**src/rtl/fifo_pkg.sv**
```systemverilog
// Shared types and helpers for the FIFO read-side word packer.
package fifo_pkg;

    typedef enum logic [1:0] {
        FILL       = 2'd0,
        FLUSH_WAIT = 2'd1,
        FLUSH_EMIT = 2'd2
    } fifo_rd_state_e;

    localparam int FIFO_DATA_W = 8;
    localparam int unsigned KEEP_MAX = 32;

    // Lane-keep mask with the low cnt lanes set; callers truncate to their lane count.
    function automatic logic [KEEP_MAX-1:0] keep_mask(input int unsigned cnt);
        logic [KEEP_MAX-1:0] mask;
        if (cnt >= KEEP_MAX) begin
            mask = {KEEP_MAX{1'b1}};
        end else begin
            mask = (32'd1 << cnt) - 32'd1;
        end
        return mask;
    endfunction

endpackage

```
**src/rtl/fifo_pack_acc.sv**
```systemverilog
// Lane-indexed byte accumulator: bytes fill lanes from 0 upward, clear restarts at lane 0.
module fifo_pack_acc
    import fifo_pkg::*;
#(
    parameter int DATA_W = FIFO_DATA_W,
    parameter int PACK_N = 4,
    parameter int CW     = $clog2(PACK_N + 1)
) (
    input  logic                     clk,
    input  logic                     rst,
    input  logic                     clear,
    input  logic                     load,
    input  logic [DATA_W-1:0]        din,
    output logic [DATA_W*PACK_N-1:0] data,
    output logic [CW-1:0]            cnt
);

    // A load coinciding with clear lands in lane 0 of the fresh word; unused lanes stay zero.
    always_ff @(posedge clk or posedge rst) begin
        if (rst) begin
            data <= '0;
            cnt  <= '0;
        end else if (clear) begin
            if (load) begin
                data <= (DATA_W*PACK_N)'(din);
                cnt  <= CW'(1);
            end else begin
                data <= '0;
                cnt  <= '0;
            end
        end else if (load) begin
            for (int i = 0; i < PACK_N; i++) begin
                if (cnt == CW'(i)) begin
                    data[i*DATA_W +: DATA_W] <= din;
                end
            end
            cnt <= cnt + CW'(1);
        end else begin
            data <= data;
            cnt  <= cnt;
        end
    end

endmodule

```
**src/rtl/fifo_rd_packer.sv**
```systemverilog
// Pops bytes from the FIFO read port, packs PACK_N of them little-endian into a word,
// and presents words on a valid/ready stream; a flush emits any partial word with a keep mask.
module fifo_rd_packer
    import fifo_pkg::*;
#(
    parameter int DATA_W = FIFO_DATA_W,
    parameter int PACK_N = 4,
    parameter int CNT_W  = 16
) (
    input  logic                     r_clk,
    input  logic                     reset,
    input  logic                     fifo_empty,
    input  logic [DATA_W-1:0]        fifo_rd_data,
    output logic                     fifo_r_en,
    input  logic                     flush,
    output logic                     flush_busy,
    output logic                     m_valid,
    input  logic                     m_ready,
    output logic [DATA_W*PACK_N-1:0] m_data,
    output logic [PACK_N-1:0]        m_keep,
    output logic [CNT_W-1:0]         word_count
);

    localparam int CW = $clog2(PACK_N + 1);
    localparam logic [CW:0]   PACK_N_SUM = (CW+1)'(PACK_N);
    localparam logic [CW-1:0] PACK_N_CNT = CW'(PACK_N);

    fifo_rd_state_e            state_r;
    logic                      inflight_r;
    logic [DATA_W*PACK_N-1:0]  acc_data_s;
    logic [CW-1:0]             acc_cnt_s;
    logic [CW:0]               fill_sum_s;
    logic                      out_busy_s;
    logic                      stall_s;
    logic                      xfer_s;
    logic [PACK_N-1:0]         keep_s;

    fifo_pack_acc #(
        .DATA_W (DATA_W),
        .PACK_N (PACK_N),
        .CW     (CW)
    ) u_acc (
        .clk   (r_clk),
        .rst   (reset),
        .clear (xfer_s),
        .load  (inflight_r),
        .din   (fifo_rd_data),
        .data  (acc_data_s),
        .cnt   (acc_cnt_s)
    );

    // Read issue is throttled only when every lane is spoken for and the output is still held.
    always_comb begin
        out_busy_s = m_valid && !m_ready;
        fill_sum_s = {1'b0, acc_cnt_s} + {{CW{1'b0}}, inflight_r};
        stall_s    = (fill_sum_s == PACK_N_SUM) && out_busy_s;
        xfer_s     = !out_busy_s && ((acc_cnt_s == PACK_N_CNT) || (state_r == FLUSH_EMIT));
        fifo_r_en  = !reset && !fifo_empty && (state_r == FILL) && !stall_s;
        keep_s     = PACK_N'(keep_mask(32'(acc_cnt_s)));
    end

    // Flush sequencing plus the one-deep outstanding-read tracker.
    always_ff @(posedge r_clk or posedge reset) begin
        if (reset) begin
            state_r    <= FILL;
            flush_busy <= 1'b0;
            inflight_r <= 1'b0;
        end else begin
            inflight_r <= fifo_r_en;
            case (state_r)
                FILL: begin
                    if (flush) begin
                        state_r    <= FLUSH_WAIT;
                        flush_busy <= 1'b1;
                    end else begin
                        state_r    <= FILL;
                        flush_busy <= 1'b0;
                    end
                end
                FLUSH_WAIT: begin
                    // A full accumulator leaving this cycle is the normal word; nothing partial remains.
                    if (!inflight_r) begin
                        if ((acc_cnt_s == '0) || xfer_s) begin
                            state_r    <= FILL;
                            flush_busy <= 1'b0;
                        end else begin
                            state_r    <= FLUSH_EMIT;
                            flush_busy <= 1'b1;
                        end
                    end else begin
                        state_r    <= FLUSH_WAIT;
                        flush_busy <= 1'b1;
                    end
                end
                FLUSH_EMIT: begin
                    if (!out_busy_s) begin
                        state_r    <= FILL;
                        flush_busy <= 1'b0;
                    end else begin
                        state_r    <= FLUSH_EMIT;
                        flush_busy <= 1'b1;
                    end
                end
                default: begin
                    state_r    <= FILL;
                    flush_busy <= 1'b0;
                end
            endcase
        end
    end

    // Output word register and accepted-word statistics.
    always_ff @(posedge r_clk or posedge reset) begin
        if (reset) begin
            m_valid    <= 1'b0;
            m_data     <= '0;
            m_keep     <= '0;
            word_count <= '0;
        end else begin
            if (xfer_s) begin
                m_valid <= 1'b1;
                m_data  <= acc_data_s;
                m_keep  <= keep_s;
            end else if (m_ready) begin
                m_valid <= 1'b0;
            end else begin
                m_valid <= m_valid;
            end
            if (m_valid && m_ready) begin
                word_count <= word_count + CNT_W'(1);
            end else begin
                word_count <= word_count;
            end
        end
    end

endmodule
```
**config.mk**
```make
export PLATFORM = sky130hd
export DESIGN_NAME = fifo_rd_packer
export DESIGN_NICKNAME = d
export VERILOG_FILES = /design/src/rtl/fifo_pkg.sv /design/src/rtl/fifo_pack_acc.sv /design/src/rtl/fifo_rd_packer.sv
export SDC_FILE = /design/constraint.sdc
export NUM_CORES = 1
export LEC_CHECK = 0
export CAP_MARGIN = 20
export CELL_PAD_IN_SITES_DETAIL_PLACEMENT = 1
export CELL_PAD_IN_SITES_GLOBAL_PLACEMENT = 1
export CORE_MARGIN = 10
export CORE_UTILIZATION = 39
export CTS_BUF_LIST = sky130_fd_sc_hd__clkbuf_4
export CTS_CLUSTER_SIZE = 40
export DETAILED_ROUTE_END_ITERATION = 10
export PLACE_DENSITY_LB_ADDON = 0.1
export SETUP_SLACK_MARGIN = 0.3
export SLEW_MARGIN = 20
export SYNTH_ARGS = -nofsm -noshare
export SYNTH_HDL_FRONTEND = slang
export SYNTH_SLANG_ARGS = --single-unit
export TNS_END_PERCENT = 20
```
**constraint.sdc**
```tcl
create_clock -name r_clk -period 3 [get_ports r_clk]
set_input_delay 0.6 -clock r_clk [delete_from_list [all_inputs] [get_ports r_clk]]
set_output_delay 0.6 -clock r_clk [all_outputs]
set_load 0.1 [all_outputs]
```
==> flow_summary.json <==
{
  "worst_ep_required_time_ns": 2.40,
  "yosysTopAreaCell": "dfrtp_1",
  "postSynthNetCount": 340,
  "clockRootBuffer": "clkbuf_4",
  "finalSetupViolations": 0,
  "slew_violations": 0,
  "clk_pin_slew_ns": 0.13,
  "portBuffers": 67,
  "core_region_area_mm2": 0.00973,
  "place_hpwl_mm": 6.48,
  "slew_headroom": 0.672,
  "overflow": 0,
  "yosysSeqAreaShare": 0.595,
  "critPathSlowestCell": "dfrtp_1",
  "critPathLaunchType": "register",
  "firstDrtPassIters": 4,
  "finalCritPeriodShare": 0.857,
  "io_pins": 68,
  "cts_inserted_buffers": 9,
  "nets": 411,
  "synth_area_mm2": 0.00387,
  "synth_top_area_frac": 0.595,
  "vias": 2660,
  "grt_pass1_wl_mm": 15.1,
  "period_minus_slack_ns": 2.57,
  "critPathKind": "reg2out",
  "grt_pass1_vias": 2827,
  "globalRouteTotalUtil": 0.132,
  "cts_tree": "done",
  "ys_ff_latch": 92,
  "drive_gt1_frac": 0.314,
  "fill_cells": 1076,
  "synth.distinct_cells": 35,
  "dieArea_mm2": 0.0143,
  "post_synth_main_area_contributors": "dfrtp_1 59%, mux2_2 9.9%, nand3_1 4.1%, a21oi_1 3.5%, nand2_1 3.2%",
  "drt_iter0_drc": 105,
  "drt-vias-per-instance": 5.03,
  "placed_cells": 510,
  "cts_buffer_depth": 2,
  "setup_tns_ns": 0,
  "ys_warn_count": 0,
  "place.gp.congestion": 0.734,
  "syn_avg_cell_area_um2": 12.1,
  "drv_cap": 0,
  "worst-path-max-fanout": 2,
  "hold_violations": 0,
  "clock_latency_ns": 0.44,
  "crit_path_max_incr_delay_ns": 0.41,
  "fmax_ghz": 0.389,
  "path_common_cell": "ha_2",
  "crit_chain": "ha_2, ha_2, a211oi_2, a21oi_1, o41a_1, buf_12",
  "synth_edf_count": 0,
  "startpoint": "inflight_r",
  "reg2reg_slack_ns": 0.92,
  "rsz0062_at_grt": "false",
  "hold_class": "in2async",
  "instances_no_fill": 529,
  "ys.flop_type": "dfrtp_1",
  "initial_core_util": 0.398,
  "worst_pin_slew_ns": 0.491,
  "route.detailed.drc": 0,
  "status": "finished clean",
  "rr_startpoint": "u_acc.cnt[0]",
  "die_y_um": 120,
  "wl_per_cell_um": 17.2,
  "synth_cells": 319,
  "fin_skew_ns": 0.0163,
  "grt_max_degree": 68,
  "cts_sinks": 92,
  "async_flop_share": 1.00,
  "ant_nets": 0,
  "htreeDepth": 3,
  "r2r_end": "m_data[24]",
  "critPathCaptureType": "output pin",
  "row_count": 36,
  "die_w_um": 120,
  "antenna_found_initial": 1,
  "syn2layout_area_growth_pct": 21.4,
  "arrival_ns": 1.97,
  "drt_wl_total_mm": 9.08,
  "reg2regPathDepth": 7
}
[routing by layer]
layer  GRT usage  vias to the layer above  part of all wire
li1            -                     1255                 -
met1       0.169                     1355              0.46
met2       0.213                       40              0.49
met3      0.0291                       10             0.039
met4      0.0520                        0             0.016
met5           0                        -                 0
[cell type report]
class,count,area (µm²),area share
Antenna cell,1,2.50,0.000533
Clock inverter,6,41.3,0.00879
Inverter,4,18.8,0.00399
Tap cell,133,166,0.0354
Multi-Input combinational cell,207,1460,0.311
Timing Repair Buffer,76,629,0.134
Clock buffer,10,75.1,0.0160
Sequential cell,92,2300,0.490
[registers in the layout, summed over array words and instances (netlist names)]
name,cells
u_acc.data,32
m_data,32
m_valid,1
inflight_r,1
word_count,16
flush_busy,1
m_keep,4
u_acc.cnt,3
state_r,2
[through the flow]
stage	instance area (µm²)	hold slack, ns	util	setup WS [ns]
3_3_place_gp	4550	0.464	0.468	0.455
6_report	4700	0.423	0.483	0.430
5_1_grt	4700	0.397	0.483	0.307
3_5_place_dp	4550	0.467	0.468	0.440
4_1_cts	4700	0.405	0.483	0.285
2_1_floorplan	3870	0.467	-	0.419
[critical path: cells and delay by family, from the launching register on]
| kind | cells | cell delay, ns |
|---|---|---|
| buffers and inverters | 1 | 0.19 |
| AO/OA/AOI/OAI | 3 | 0.57 |
| flip-flops | 1 | 0.41 |
| adder cells (fa/ha/maj) | 2 | 0.38 |
[Yosys cell counts (2+ instances only)]
| master | instances |
|---|---|
| a21oi_4 | 2 |
| nand4_1 | 3 |
| nor2b_1 | 5 |
| nand3_1 | 32 |
| buf_2 | 6 |
| nand2_1 | 33 |
| buf_6 | 2 |
| nand2b_1 | 2 |
| nor2_1 | 13 |
| xor2_1 | 7 |
| and4_1 | 3 |
| xnor2_1 | 11 |
| a21oi_1 | 27 |
| inv_1 | 4 |
| a22o_1 | 8 |
| clkbuf_1 | 2 |
| dfrtp_1 | 92 |
| buf_4 | 5 |
| mux2i_1 | 2 |
| a31oi_1 | 2 |
| ha_1 | 8 |
| and3_1 | 2 |
| a211oi_1 | 3 |
| mux2_2 | 34 |
[layout by cell type, fill, tap and decap left out, types with 3 or more instances in the layout]
| cell | netlist | final |
|---|---|---|
| dfrtp_1 | 92 | 92 |
| buf_4 | 5 | 61 |
| mux2_2 | 34 | 34 |
| nand2_1 | 33 | 33 |
| nand3_1 | 32 | 32 |
| a21oi_1 | 27 | 27 |
| nor2_1 | 13 | 13 |
| clkdlybuf4s50_1 | 0 | 12 |
| xnor2_1 | 11 | 11 |
| clkbuf_4 | 0 | 10 |
| a22o_1 | 8 | 8 |
| xor2_1 | 7 | 7 |
| ha_1 | 8 | 6 |
| nor2b_1 | 5 | 5 |
| clkinvlp_4 | 0 | 4 |
| nand4_1 | 3 | 3 |
| and4_1 | 3 | 3 |
| inv_1 | 4 | 3 |
[how the worst max path moves through the flow]
stage	to	slack (ns)
6_report	fifo_r_en	0.43
5_1_grt	fifo_r_en	0.31
4_1_cts	fifo_r_en	0.29
3_5_place_dp	fifo_r_en	0.44
3_3_place_gp	fifo_r_en	0.45
2_1_floorplan	fifo_r_en	0.42
[cell families (layout without fill, tap and decap cells)]
group	after synthesis	in the layout	share of synthesized area
xor gates and xnor gates	18	18	0.0407
other	0	1	0
muxes	36	36	0.104
buffers and inverters	20	96	0.0301
AOI/OAI and AO/OA	47	47	0.0808
and+or+nand+nor	98	98	0.124
adders and majority gates	8	8	0.0259
DFF	92	92	0.595
[repair_timing]
item / 4_1_cts / 5_1_grt
setup endpoints to repair: 1 / 1
pin swaps: 3 / 2
hold buffers: 0 / 0
resized for setup: 4 / 0
setup buffers: 2 / 0
Power is left out: the tool's default activity adds up to more than one toggle a clock period on the data nets, which glitch-free logic cannot reach.
